File: src/rtl/if_stage.sv
// rtl/if_stage.sv - instruction-fetch stage: pre-IF next-PC, fs register, SRAM read port, one-entry inst buffer
// Optional fetch/cancel counters are built when IF_PERF_CNT_EN is defined.
module if_stage #(
   parameter logic [31:0] RESET_PC = 32'h1c000000
) (
   input  logic        clk,
   input  logic        resetn,
   input  logic        ds_allowin,
   input  logic [32:0] br_zip,
   output logic        fs2ds_valid,
   output logic [63:0] fs2ds_bus,
   output logic        inst_sram_en,
   output logic [3:0]  inst_sram_we,
   output logic [31:0] inst_sram_addr,
   output logic [31:0] inst_sram_wdata,
   input  logic [31:0] inst_sram_rdata
`ifdef IF_PERF_CNT_EN
   ,
   output logic [31:0] fetch_cnt,
   output logic [31:0] cancel_cnt
`endif
);

   logic        rst_done;
   logic        fs_valid;
   logic [31:0] fs_pc;
   logic        inst_buf_valid;
   logic [31:0] inst_buf;

   logic        br_taken;
   logic [31:0] br_target;
   logic        to_fs_valid;
   logic        fs_allowin;
   logic [31:0] seq_pc;
   logic [31:0] nextpc;
   logic [31:0] fs_inst;

   assign br_taken  = br_zip[32];
   assign br_target = br_zip[31:0];

   assign to_fs_valid = rst_done;
   assign seq_pc      = fs_pc + 32'd4;
   assign nextpc      = br_taken ? br_target : seq_pc;
   // A redirect frees fs: decode discards the wrong-path instruction.
   assign fs_allowin  = ~fs_valid | ds_allowin | br_taken;

   assign inst_sram_en    = to_fs_valid & fs_allowin;
   assign inst_sram_addr  = nextpc;
   assign inst_sram_we    = 4'b0000;
   assign inst_sram_wdata = 32'h0000_0000;

   assign fs_inst     = inst_buf_valid ? inst_buf : inst_sram_rdata;
   assign fs2ds_valid = fs_valid & ~br_taken;
   assign fs2ds_bus   = {fs_pc, fs_inst};

   always_ff @(posedge clk or negedge resetn) begin
      if (!resetn) begin
         rst_done <= 1'b0;
         fs_valid <= 1'b0;
         fs_pc    <= RESET_PC - 32'd4;
      end else begin
         rst_done <= 1'b1;
         if (fs_allowin) begin
            fs_valid <= to_fs_valid;
            if (to_fs_valid) begin
               fs_pc <= nextpc;
            end
         end
      end
   end

   // SRAM data is only valid for one cycle, so hold it while decode stalls.
   always_ff @(posedge clk or negedge resetn) begin
      if (!resetn) begin
         inst_buf_valid <= 1'b0;
         inst_buf       <= 32'h0000_0000;
      end else if (fs_allowin) begin
         inst_buf_valid <= 1'b0;
      end else if (fs_valid && !inst_buf_valid) begin
         inst_buf_valid <= 1'b1;
         inst_buf       <= inst_sram_rdata;
      end
   end

`ifdef IF_PERF_CNT_EN
   always_ff @(posedge clk or negedge resetn) begin
      if (!resetn) begin
         fetch_cnt  <= 32'h0000_0000;
         cancel_cnt <= 32'h0000_0000;
      end else begin
         if (fs2ds_valid && ds_allowin) begin
            fetch_cnt <= fetch_cnt + 32'd1;
         end
         if (fs_valid && br_taken) begin
            cancel_cnt <= cancel_cnt + 32'd1;
         end
      end
   end
`endif

endmodule

File: config.mk
export PLATFORM = sky130hd
export DESIGN_NAME = if_stage
export DESIGN_NICKNAME = d
export VERILOG_FILES = /design/src/rtl/if_stage.sv
export SDC_FILE = /design/constraint.sdc
export NUM_CORES = 1
export LEC_CHECK = 0
export CAP_MARGIN = 20
export CORE_ASPECT_RATIO = 1.1
export CORE_UTILIZATION = 46
export DETAILED_ROUTE_END_ITERATION = 8
export PLACE_DENSITY = 0.87
export SETUP_SLACK_MARGIN = 0.15
export SLEW_MARGIN = 15
export SYNTH_ARGS = -nofsm -noshare
export SYNTH_HDL_FRONTEND = slang
export SYNTH_SLANG_ARGS = --single-unit
File: constraint.sdc
create_clock -name clk -period 7.1 [get_ports clk]
set_input_delay 1.775 -clock clk [delete_from_list [all_inputs] [get_ports clk]]
set_output_delay 1.775 -clock clk [all_outputs]
set_load 0.01 [all_outputs]
==> results of run 1 <==
-- final timing paths --
path                                                 end  slack (ns)  depth (start not counted)
max in group asynchronous        inst_buf[5]$_DFFE_PN0P_        4.89                          2
worst min register to register  inst_buf[21]$_DFFE_PN0P_        0.50                          1
worst max register to register     fs_pc[24]$_DFFE_PN1P_        4.56                          6
min in group asynchronous          fs_pc[26]$_DFFE_PN0P_        1.65                          2
worst min-delay path            inst_buf[21]$_DFFE_PN0P_        0.50                          1
worst max-delay path                        inst_sram_en        1.49                          7
-- cells in the mapped netlist, types with 2 or more instances --
library cell	count	share of area
sky130_fd_sc_hd__a21oi_1	11	0.012
sky130_fd_sc_hd__a22oi_1	3	0.0050
sky130_fd_sc_hd__a2bb2oi_1	3	0.0058
sky130_fd_sc_hd__a31oi_1	4	0.0055
sky130_fd_sc_hd__a41oi_1	2	0.0039
sky130_fd_sc_hd__and2_1	3	0.0041
sky130_fd_sc_hd__and3_1	5	0.0069
sky130_fd_sc_hd__and4_1	2	0.0039
sky130_fd_sc_hd__buf_1	5	0.0041
sky130_fd_sc_hd__buf_2	6	0.0066
sky130_fd_sc_hd__buf_4	36	0.060
sky130_fd_sc_hd__clkbuf_1	17	0.014
sky130_fd_sc_hd__conb_1	2	0.0017
sky130_fd_sc_hd__dfrtp_1	41	0.23
sky130_fd_sc_hd__dfstp_2	26	0.15
sky130_fd_sc_hd__inv_1	7	0.0058
sky130_fd_sc_hd__mux2_2	85	0.21
sky130_fd_sc_hd__nand2_1	48	0.040
sky130_fd_sc_hd__nand2b_1	2	0.0028
sky130_fd_sc_hd__nand3_1	26	0.029
sky130_fd_sc_hd__nand4_1	7	0.0097
sky130_fd_sc_hd__nor2_1	23	0.019
sky130_fd_sc_hd__nor3_1	5	0.0055
sky130_fd_sc_hd__nor4_1	3	0.0041
sky130_fd_sc_hd__nor4b_1	2	0.0039
sky130_fd_sc_hd__o211ai_1	8	0.013
sky130_fd_sc_hd__o21a_1	3	0.0050
sky130_fd_sc_hd__o21ai_0	19	0.021
sky130_fd_sc_hd__o22a_1	3	0.0058
sky130_fd_sc_hd__o22ai_1	4	0.0055
sky130_fd_sc_hd__o311ai_0	4	0.0077
sky130_fd_sc_hd__or2_2	4	0.0055
sky130_fd_sc_hd__or3_1	3	0.0041
sky130_fd_sc_hd__or4_1	4	0.0066
sky130_fd_sc_hd__xnor2_1	12	0.023
sky130_fd_sc_hd__xor2_1	9	0.017
-- flip-flops by register name (all words and copies together) (netlist names) --
name,count
inst_buf,32
fs_pc,32
inst_buf_valid,1
rst_done,1
fs_valid,1
-- power by group --
group | internal [mW] | switching, mW
Sequential | 0.478 | 0.0822
Combinational | 0.275 | 0.196
Clock | 0.170 | 0.148
Total | 0.923 | 0.426
-- layer usage --
layer / GRT usage / up-vias / wire length [um]
met2: 0.3853 / 225 / 5816
met3: 0.06838 / 25 / 1107
met5: 0 / - / 0
li1: - / 1910 / -
met4: 0.1034 / 0 / 226
met1: 0.2728 / 1917 / 4733
-- cell type report --
| type | count | area [um2] | area share |
|---|---|---|---|
| Timing Repair Buffer | 171 | 1687 | 0.2672 |
| Multi-Input combinational cell | 362 | 2546 | 0.4034 |
| Clock inverter | 5 | 52.55 | 0.008325 |
| Sequential cell | 67 | 1709 | 0.2708 |
| Clock buffer | 11 | 141.4 | 0.02240 |
| Inverter | 8 | 30.03 | 0.004757 |
| Tap cell | 117 | 146.4 | 0.02319 |
-- cells in the final DEF, fill, tap and decap left out, drive strengths merged, types with 3 or more instances in the layout --
| cell type | instances |
|---|---|
| clkinv | 3 |
| a21oi | 11 |
| and3 | 5 |
| o211ai | 8 |
| o311ai | 5 |
| or3 | 3 |
| clkbuf | 11 |
| o22a | 3 |
| dfstp | 26 |
| a31oi | 4 |
| or4 | 5 |
| o21a | 3 |
| a2bb2oi | 3 |
| nand2 | 48 |
| xnor2 | 12 |
| inv | 8 |
| or2 | 4 |
| nor4 | 5 |
| o21ai | 19 |
| nand4 | 9 |
| buf | 8 |
| nor3 | 6 |
| o22ai | 4 |
| mux2 | 85 |
| a22oi | 3 |
| conb | 37 |
| nand3 | 26 |
| nor2 | 23 |
| and2 | 3 |
| dfrtp | 41 |
| xor2 | 9 |
| clkdlybuf4s50 | 163 |
-- critical path: cells and delay by family --
kind,cells,cell delay (ns)
buffers and inverters,5,1.37
AND/OR/NAND/NOR,2,0.66
-- cell families (layout without fill, tap and decap cells) --
logic type                 Yosys count  count (layout)  share of synthesized area
AOI/OAI and AO/OA                   70              70                     0.1024
xor gates and xnor gates            21              21                    0.04056
adders and majority gates            1               1                   0.002759
buffers and inverters               72             195                    0.09106
muxes                               86              86                     0.2133
and+or+nand+nor                    147             147                     0.1714
DFF                                 67              67                     0.3769
other                                2              37                   0.001656
-- per-stage QoR --
stage	hold slack, ns	cells
6_report	0.5034	741
5_1_grt	0.5200	741
4_1_cts	0.5070	741
3_5_place_dp	0.4901	725
3_3_place_gp	0.4838	725
2_1_floorplan	0.4750	501
==> run_results.csv, run 1 <==
group,metric,value,unit
sta,timing_hold_violations_final,0,
sta,clock-skew-final,0.008484,ns
clocking,cts_hold_buffers,0,
setup_path,worst_path_cell_with_the_longest_stage_delay,"sky130_fd_sc_hd__or3b_2",
sta,postLayoutSetupSlackWorst,1.490,ns
drt,detail_route.drc_violations,0,
sta,grt_setup_unrepaired,"false",
layout,insertedDiodeCount,0,
die,start_util,0.4801,
place,finalWeightedCongestion,0.8580,
logic_synthesis,number_of_flops_mapped_to_enable_cells_by_yosys,0,
setup_path,setup.worst_path.class,"in2out",
place,hpwl,8.635,mm
clocking,cts_resized,0,
drt,postRouteWirelength,11.88,mm
setup_path,worst-endpoint-arrival,3.84,ns
drt,dr.first_iter.drc_count,168,
power,power-per-cell-area,213.7,nW/um2
logic_synthesis,top_flip_flop_cell_by_instance_count_after_synthesis,"sky130_fd_sc_hd__dfrtp_1",
die,floorplan.rows,37,
clocking,insertion_delay,0.35,ns
global_route,globalRoute.totalOverflow,0,
clocking,tritoncts,"done",
layout,number_of_nets_in_the_final_layout,688,
setup_path,timing.critical_path.mode_cell,"sky130_fd_sc_hd__buf_4",
sta,final_min_period_over_clock_period,0.7902,
sta,time_the_worst_path_needs_with_i_o_delays_and_setup,5.610,ns
power,finalPower,1.349,mW
sta,worst-slew-pin-transition,1.139,ns
min_path,hp-start,"inst_buf[21]$_DFFE_PN0P_",
place,dpl-instance-area,6118,um2
status,run_status,"finished, final reports clean",
logic_synthesis,ys_ff_latch,67,
clocking,cts_root_buf,"sky130_fd_sc_hd__clkbuf_8",
die,design.portCount,202,
drt,avg_wl_per_cell,16.04,um
power,power_leakage,2.488,nW
clocking,tritoncts_num_sinks,67,
setup_path,critPathMaxFanout,53,
clocking,cts_buffers,9,
die,die_boundary_width,96.67,um
setup_path,worst_path_largest_cell_delay,0.57,ns
layout,nFillCells,709,
global_route,grt_start_max_net_pins,68,
setup_path,worst_setup_path_start_kind,"input port",
layout,post_route_cells_drive_above_1_share,0.2356,
die,die_height,106.1,um
clocking,clockBufferDepth,2,
layout,area_growth,39.21,%
sta,relSlewSlack,0.2335,
setup_path,worstSetupEndpointType,"output port",
logic_synthesis,synth_seq_area_share,0.3769,
flow_run,cap_viol_max_count,0,
layout,stdcell_area,6312,um2
clocking,clock_tree.htree_level_count,3,
logic_synthesis,synth_area_per_cell,9.730,um2
clocking,postCtsSetupBuffers,0,
drt,ant_nets,0,
sta,drv_slew,0,
logic_synthesis,netlist_area,4534,um2
setup_path,critPathLaunch,"br_zip[32]",
sta,setup_violations,0,
global_route,globalRouteTotalUtil,0.2301,
die,floorplan.die_area,10260,um2
logic_synthesis,synth_cell_types,55,
drt,route.detailed.vias_per_inst,5.502,
sta,max_freq,178.3,MHz
drt,routed-via-count,4077,
setup_path,cp.required,5.33,ns
place,dp_worst_setup_slack,1.496,ns
logic_synthesis,synth_warnings,0,
place,placement.io_buffers,165,
setup_path,crit_chain,"buf_2 > buf_4 > or3b_2 > nand2_1 > buf_4 > inv_1 > clkdlybuf4s50_1",
setup_path,r2r-start,"fs_pc[2]$_DFFE_PN1P_",
sta,fin_tns_setup,0,ns
min_path,worstHoldPathType,"reg2reg",
logic_synthesis,syn_inst,466,
global_route,grt_first_pass_wirelength,19.25,mm
global_route,first_global_vias,3961,
die,coreArea,9444,um2
clocking,clkSlewWorstSetupHoldPaths,0.07,ns
global_route,number_of_antenna_violations_at_the_first_check_in_global_routing,0,
logic_synthesis,asyncSetResetFlopFracSynth,1.000,
drt,detailedRoute.firstPassIterationCount,5,
layout,postLayoutCoreUtil,0.6684,
power,ir_drop,155.1,uV
Power figures use the tool's default switching activity.
==> run 2, diff against run 1 <==
Settings changed: CORE_UTILIZATION 46 to 43, PLACE_DENSITY 0.87 to 0.82.
Clock period 7.1 ns to 5.5 ns, I/O delays scaled along.
==> run_results.csv, run 2 (same netlist as run 1, synthesis figures left out) <==
group,metric,value,unit
clocking,clkSlewWorstSetupHoldPaths,0.08,ns
flow_run,cap_viol_max_count,0,
power,power.share.clock,0.260,
drt,avg_wl_per_cell,16.49,um
layout,nFillCells,825,
clocking,postCtsSetupBuffers,0,
die,die_boundary_width,99.91,um
die,design.portCount,202,
clocking,clockBufferDepth,2,
layout,most-common-layout-cells,"sky130_fd_sc_hd__clkdlybuf4s50_1, sky130_fd_sc_hd__mux2_2, sky130_fd_sc_hd__nand2_1",
global_route,first_global_vias,4110,
clocking,cts_resized,0,
setup_path,worst-endpoint-arrival,3.19,ns
sta,drv_slew,0,
sta,final_min_period_over_clock_period,0.8295,
layout,number_of_nets_in_the_final_layout,689,
layout,stdcell_count,765,
setup_path,critPathMaxFanout,6,
die,die_height,109.7,um
place,placement.io_buffers,165,
clocking,tritoncts_num_sinks,67,
drt,route.detailed.vias_per_inst,5.383,
clocking,insertion_delay,0.34,ns
sta,fin_tns_setup,0,ns
layout,post_route_cells_drive_above_1_share,0.2384,
clocking,cts_buffers,9,
global_route,number_of_antenna_violations_at_the_first_check_in_global_routing,0,
place,hpwl,9.115,mm
layout,sequential_cell_area,1709,um2
layout,multiInputGateArea,2546,um2
die,floorplan.rows,38,
sta,time_the_worst_path_needs_with_i_o_delays_and_setup,4.562,ns
power,ir_drop,192.8,uV
sta,timing_hold_violations_final,0,
sta,worst-slew-pin-transition,0.8728,ns
power,power_frac_comb,0.339,
power,switching_power_share_of_the_total,0.3131,
power,p_seq_frac,0.401,
clocking,tritoncts,"done",
layout,largest_registers,"fs_pc (32), inst_buf (32)",
power,power-per-cell-area,282.9,nW/um2
die,coreArea,10080,um2
layout,most_frequent_standard_cell_in_the_layout_excluding_fill_and_tap_cells,"sky130_fd_sc_hd__clkdlybuf4s50_1",
sta,relSlewSlack,0.4182,
die,floorplan.die_area,10960,um2
place,dp_worst_setup_slack,1.050,ns
sta,clock-skew-final,0.01230,ns
sta,postLayoutSetupSlackWorst,0.9378,ns
setup_path,worst_setup_path_start_kind,"flip-flop",
setup_path,worstSetupEndpointType,"output port",
setup_path,cp.required,4.12,ns
drt,detailedRoute.firstPassIterationCount,5,
place,dpl.cell_count,749,
global_route,globalRoute.totalOverflow,0,
clocking,cts_root_buf,"sky130_fd_sc_hd__clkbuf_8",
sta,max_freq,219.2,MHz
power,finalPower,1.805,mW
global_route,grt_first_pass_wirelength,20.07,mm
layout,insertedDiodeCount,0,
sta,grt_setup_unrepaired,"false",
global_route,grt_start_max_net_pins,68,
drt,detail_route.drc_violations,0,
global_route,globalRouteTotalUtil,0.2314,
status,run_status,"finished, final reports clean",
min_path,worstHoldPathType,"reg2reg",
die,start_util,0.4499,
sta,setup_violations,0,
layout,area_growth,40.73,%
drt,ant_nets,0,
place,finalWeightedCongestion,0.8200,
clocking,cts_hold_buffers,0,
drt,postRouteWirelength,12.61,mm
clocking,clock_tree.htree_level_count,3,
drt,dr.first_iter.drc_count,201,
setup_path,setup.worst_path.class,"reg2out",
power,net-switching-power,0.5652,mW
power,internal_power,1.240,mW
drt,routed-via-count,4118,
power,power_leakage,2.503,nW
run 2: final timing paths:
check                                         from                      end  slack (ns)  depth (start not counted)
min in group asynchronous                   resetn     fs_pc[0]$_DFFE_PN0P_        1.23                          2
min reg2reg                inst_buf[3]$_DFFE_PN0P_  inst_buf[3]$_DFFE_PN0P_        0.51                          1
max in group asynchronous                   resetn    fs_pc[30]$_DFFE_PN0P_        3.71                          2
min                        inst_buf[3]$_DFFE_PN0P_  inst_buf[3]$_DFFE_PN0P_        0.51                          1
max reg2reg                   fs_pc[2]$_DFFE_PN1P_    fs_pc[22]$_DFFE_PN1P_        3.05                          5
max                           fs_pc[2]$_DFFE_PN1P_       inst_sram_addr[22]        0.94                          6
run 2: routing by layer:
| metal | global-route usage | wire (um) |
|---|---|---|
| met2 | 0.3897 | 6096 |
| met5 | 0 | 0 |
| met1 | 0.2746 | 5195 |
| met3 | 0.07247 | 1122 |
| met4 | 0.09454 | 198 |
run 2: critical path: stages, from the launching register on:
cell and delay [ns]:
sky130_fd_sc_hd__dfstp_2 0.59, sky130_fd_sc_hd__ha_1 0.31, sky130_fd_sc_hd__nand3_1 0.28, sky130_fd_sc_hd__nand2b_1 0.33
sky130_fd_sc_hd__or4_1 0.56, sky130_fd_sc_hd__o211ai_1 0.21, sky130_fd_sc_hd__clkdlybuf4s50_1 0.56
run 2: area by class of cell:
class / instances / area share
clock inverters: 6 / 0.01392
multi-input cells: 362 / 0.3990
clock buffers: 10 / 0.02157
well taps: 140 / 0.02745
repair buffers: 172 / 0.2655
flip-flops and latches: 67 / 0.2678
inverters: 8 / 0.004706
run 2: per-stage QoR:
step           instance area, um2  hold slack, ns    util
4_1_cts                      6381          0.5109  0.6331
3_5_place_dp                 6155          0.4903  0.6106
5_1_grt                      6381          0.5195  0.6331
3_3_place_gp                 6155          0.4834  0.6106
6_report                     6381          0.5057  0.6331
2_1_floorplan                4666          0.4750       -
run 2: power by group through the flow:
stage                     combinational (mW)  clock [mW]  sequential [mW]
after floorplan                        0.317           0            0.715
after global placement                 0.598           0            0.723
after detailed placement               0.611           0            0.731
after CTS                              0.615       0.479            0.723
after global routing                   0.659       0.500            0.741
final                                  0.611       0.470            0.724
==> run 3, diff against run 2 <==
Settings changed: CORE_UTILIZATION 43 to 39, PLACE_DENSITY 0.82 to 0.79.
Clock period 5.5 ns to 3.8 ns, I/O delays scaled along.
==> run_results.csv, run 3 (same netlist as run 1, synthesis figures left out) <==
group,metric,value,unit
sta,time_the_worst_path_needs_with_i_o_delays_and_setup,3.657,ns
clocking,tritoncts_num_sinks,67,
global_route,first_global_vias,4168,
clocking,cts_hold_buffers,0,
sta,setup_violations,0,
die,start_util,0.4081,
min_path,worstHoldPathType,"reg2reg",
clocking,cts_buffers,9,
setup_path,crit-reg2reg-capture,"fs_pc[25]$_DFFE_PN1P_",
sta,max_freq,273.5,MHz
layout,insertedDiodeCount,0,
setup_path,timing.critical_path.max_delay_family,"simple AND/OR/NAND/NOR gates",
clocking,clkSlewWorstSetupHoldPaths,0.06,ns
setup_path,worst_setup_path_start_kind,"flip-flop",
sta,timing_hold_violations_final,0,
layout,most-common-layout-cells,"sky130_fd_sc_hd__clkdlybuf4s50_1, sky130_fd_sc_hd__mux2_2, sky130_fd_sc_hd__nand2_1",
sta,drv_slew,0,
setup_path,cp.required,2.85,ns
place,finalWeightedCongestion,0.8261,
sta,clock-skew-final,0.005018,ns
drt,detail_route.drc_violations,0,
layout,number_of_nets_in_the_final_layout,706,
power,power_leakage,2.773,nW
sta,relSlewSlack,0.5661,
min_path,holdPathEnd,"inst_buf[28]$_DFFE_PN0P_",
place,placement.io_buffers,165,
global_route,grt.met3_usage,0.07596,
clocking,tritoncts,"done",
sta,worst-slew-pin-transition,0.6509,ns
global_route,globalRoute.totalOverflow,0,
die,floorplan.die_area,12060,um2
layout,postLayoutCoreUtil,0.6131,
status,run_status,"finished, final reports clean",
global_route,grt_start_max_net_pins,61,
setup_path,critPathMaxFanout,7,
drt,route.detailed.vias_per_inst,5.299,
setup_path,worst-endpoint-arrival,2.71,ns
die,die_height,115.1,um
power,ir_drop,253.2,uV
drt,dr.first_iter.drc_count,183,
setup_path,r2r-start,"fs_pc[5]$_DFFE_PN1P_",
global_route,globalRouteTotalUtil,0.2190,
setup_path,critPathBufInv,1,
min_path,hp-start,"inst_buf[28]$_DFFE_PN0P_",
setup_path,crit_chain,"nand3_1 > nor4_2 > nor3b_2 > xnor2_1 > o21ai_0 > clkdlybuf4s50_1",
sta,final_min_period_over_clock_period,0.9622,
die,die_boundary_width,104.8,um
flow_run,cap_viol_max_count,0,
die,floorplan.rows,40,
setup_path,worstRegToRegCells,5,
setup_path,worst-path-stages,6,
min_path,hold-path-cell-count,1,
global_route,number_of_antenna_violations_at_the_first_check_in_global_routing,0,
setup_path,worstSetupEndpointType,"output port",
drt,postRouteWirelength,13.32,mm
setup_path,worst_path_largest_cell_delay,0.61,ns
layout,most_frequent_standard_cell_in_the_layout_excluding_fill_and_tap_cells,"sky130_fd_sc_hd__clkdlybuf4s50_1",
power,power-per-cell-area,450.2,nW/um2
sta,fin_tns_setup,0,ns
clocking,cts_root_buf,"sky130_fd_sc_hd__clkbuf_16",
clocking,clock_tree.htree_level_count,3,
clocking,clockBufferDepth,2,
sta,grt_setup_unrepaired,"true",
die,coreArea,11110,um2
global_route,use_met1,0.2460,
layout,largest_registers,"fs_pc (32), inst_buf (32)",
global_route,globalRouteMet2Util,0.3726,
drt,routed-via-count,4181,
setup_path,setup.worst_path.class,"reg2out",
global_route,grt_first_pass_wirelength,20.73,mm
place,hpwl,9.521,mm
drt,detailedRoute.firstPassIterationCount,4,
layout,post_route_cells_drive_above_1_share,0.2757,
setup_path,worst_path_cell_with_the_longest_stage_delay,"sky130_fd_sc_hd__dfstp_2",
setup_path,reg2reg_setup_slack,1.61,ns
global_route,globalRoute.busiestLayer,"met2",
drt,avg_wl_per_cell,16.88,um
die,design.portCount,202,
layout,area_growth,50.22,%
clocking,insertion_delay,0.33,ns
drt,ant_nets,0,
## run 3: timing repair
action	CTS	global route
setup buffers	6	8
setup endpoints to repair	10	14
gates resized for setup	14	12
pin swaps	2	4
## run 3: final cells by class
cell class / instances / area (um2)
Clock buffer: 10 / 239.0
Clock inverter: 6 / 136.4
Fill cell: 918 / 4299
Inverter: 8 / 30.03
Multi-Input combinational cell: 362 / 2644
Sequential cell: 67 / 1709
Tap cell: 147 / 183.9
Timing Repair Buffer: 189 / 1869
## run 3: power breakdown
part / switching [mW] / total (mW) / leakage (nW) / internal [mW]
combinational: 0.415 / 0.972 / 1.83 / 0.557
sequential: 0.145 / 1.04 / 0.760 / 0.894
clock: 0.328 / 1.05 / 0.179 / 0.726
## run 3: worst max-delay path by stage
| stage | from | endpoint | slack (ns) |
|---|---|---|---|
| 3_3_place_gp | ds_allowin | inst_sram_en | 0.24 |
| 2_1_floorplan | br_zip[32] | inst_sram_en | 0.78 |
| 4_1_cts | fs_pc[8]$_DFFE_PN1P_ | inst_sram_addr[25] | 0.06 |
| 3_5_place_dp | ds_allowin | inst_sram_en | 0.23 |
| 5_1_grt | fs_pc[21]$_DFFE_PN1P_ | inst_sram_addr[30] | 0.0002 |
| 6_report | fs_pc[18]$_DFFE_PN1P_ | inst_sram_addr[30] | 0.14 |
## run 3: per-layer routing
| metal | wire (um) | part of all wire |
|---|---|---|
| met5 | 0 | 0 |
| met4 | 369 | 0.028 |
| met1 | 5225 | 0.39 |
| met2 | 6472 | 0.49 |
| met3 | 1250 | 0.094 |
## run 3: metrics by stage
step / setup slack, ns / area, um2 / hold slack [ns] / std cells / total power, mW
after global placement: 0.2417 / 6223 / 0.4838 / 759 / 1.928
after detailed placement: 0.2271 / 6223 / 0.4905 / 759 / 1.959
final: 0.1435 / 6812 / 0.5027 / 789 / 3.066
after global routing: 0.0002238 / 6812 / 0.5195 / 789 / 3.205
after CTS: 0.05734 / 6705 / 0.5069 / 781 / 3.043
after floorplan: 0.7819 / 4666 / 0.4750 / 501 / 1.493
## run 3: worst register-to-register path, cell delays in order (launching register included)
cell,delay [ns]
sky130_fd_sc_hd__dfstp_2,0.59
sky130_fd_sc_hd__nand4_4,0.20
sky130_fd_sc_hd__or4_4,0.63
sky130_fd_sc_hd__nor4_4,0.37
sky130_fd_sc_hd__a31oi_1,0.13
sky130_fd_sc_hd__o22a_1,0.20
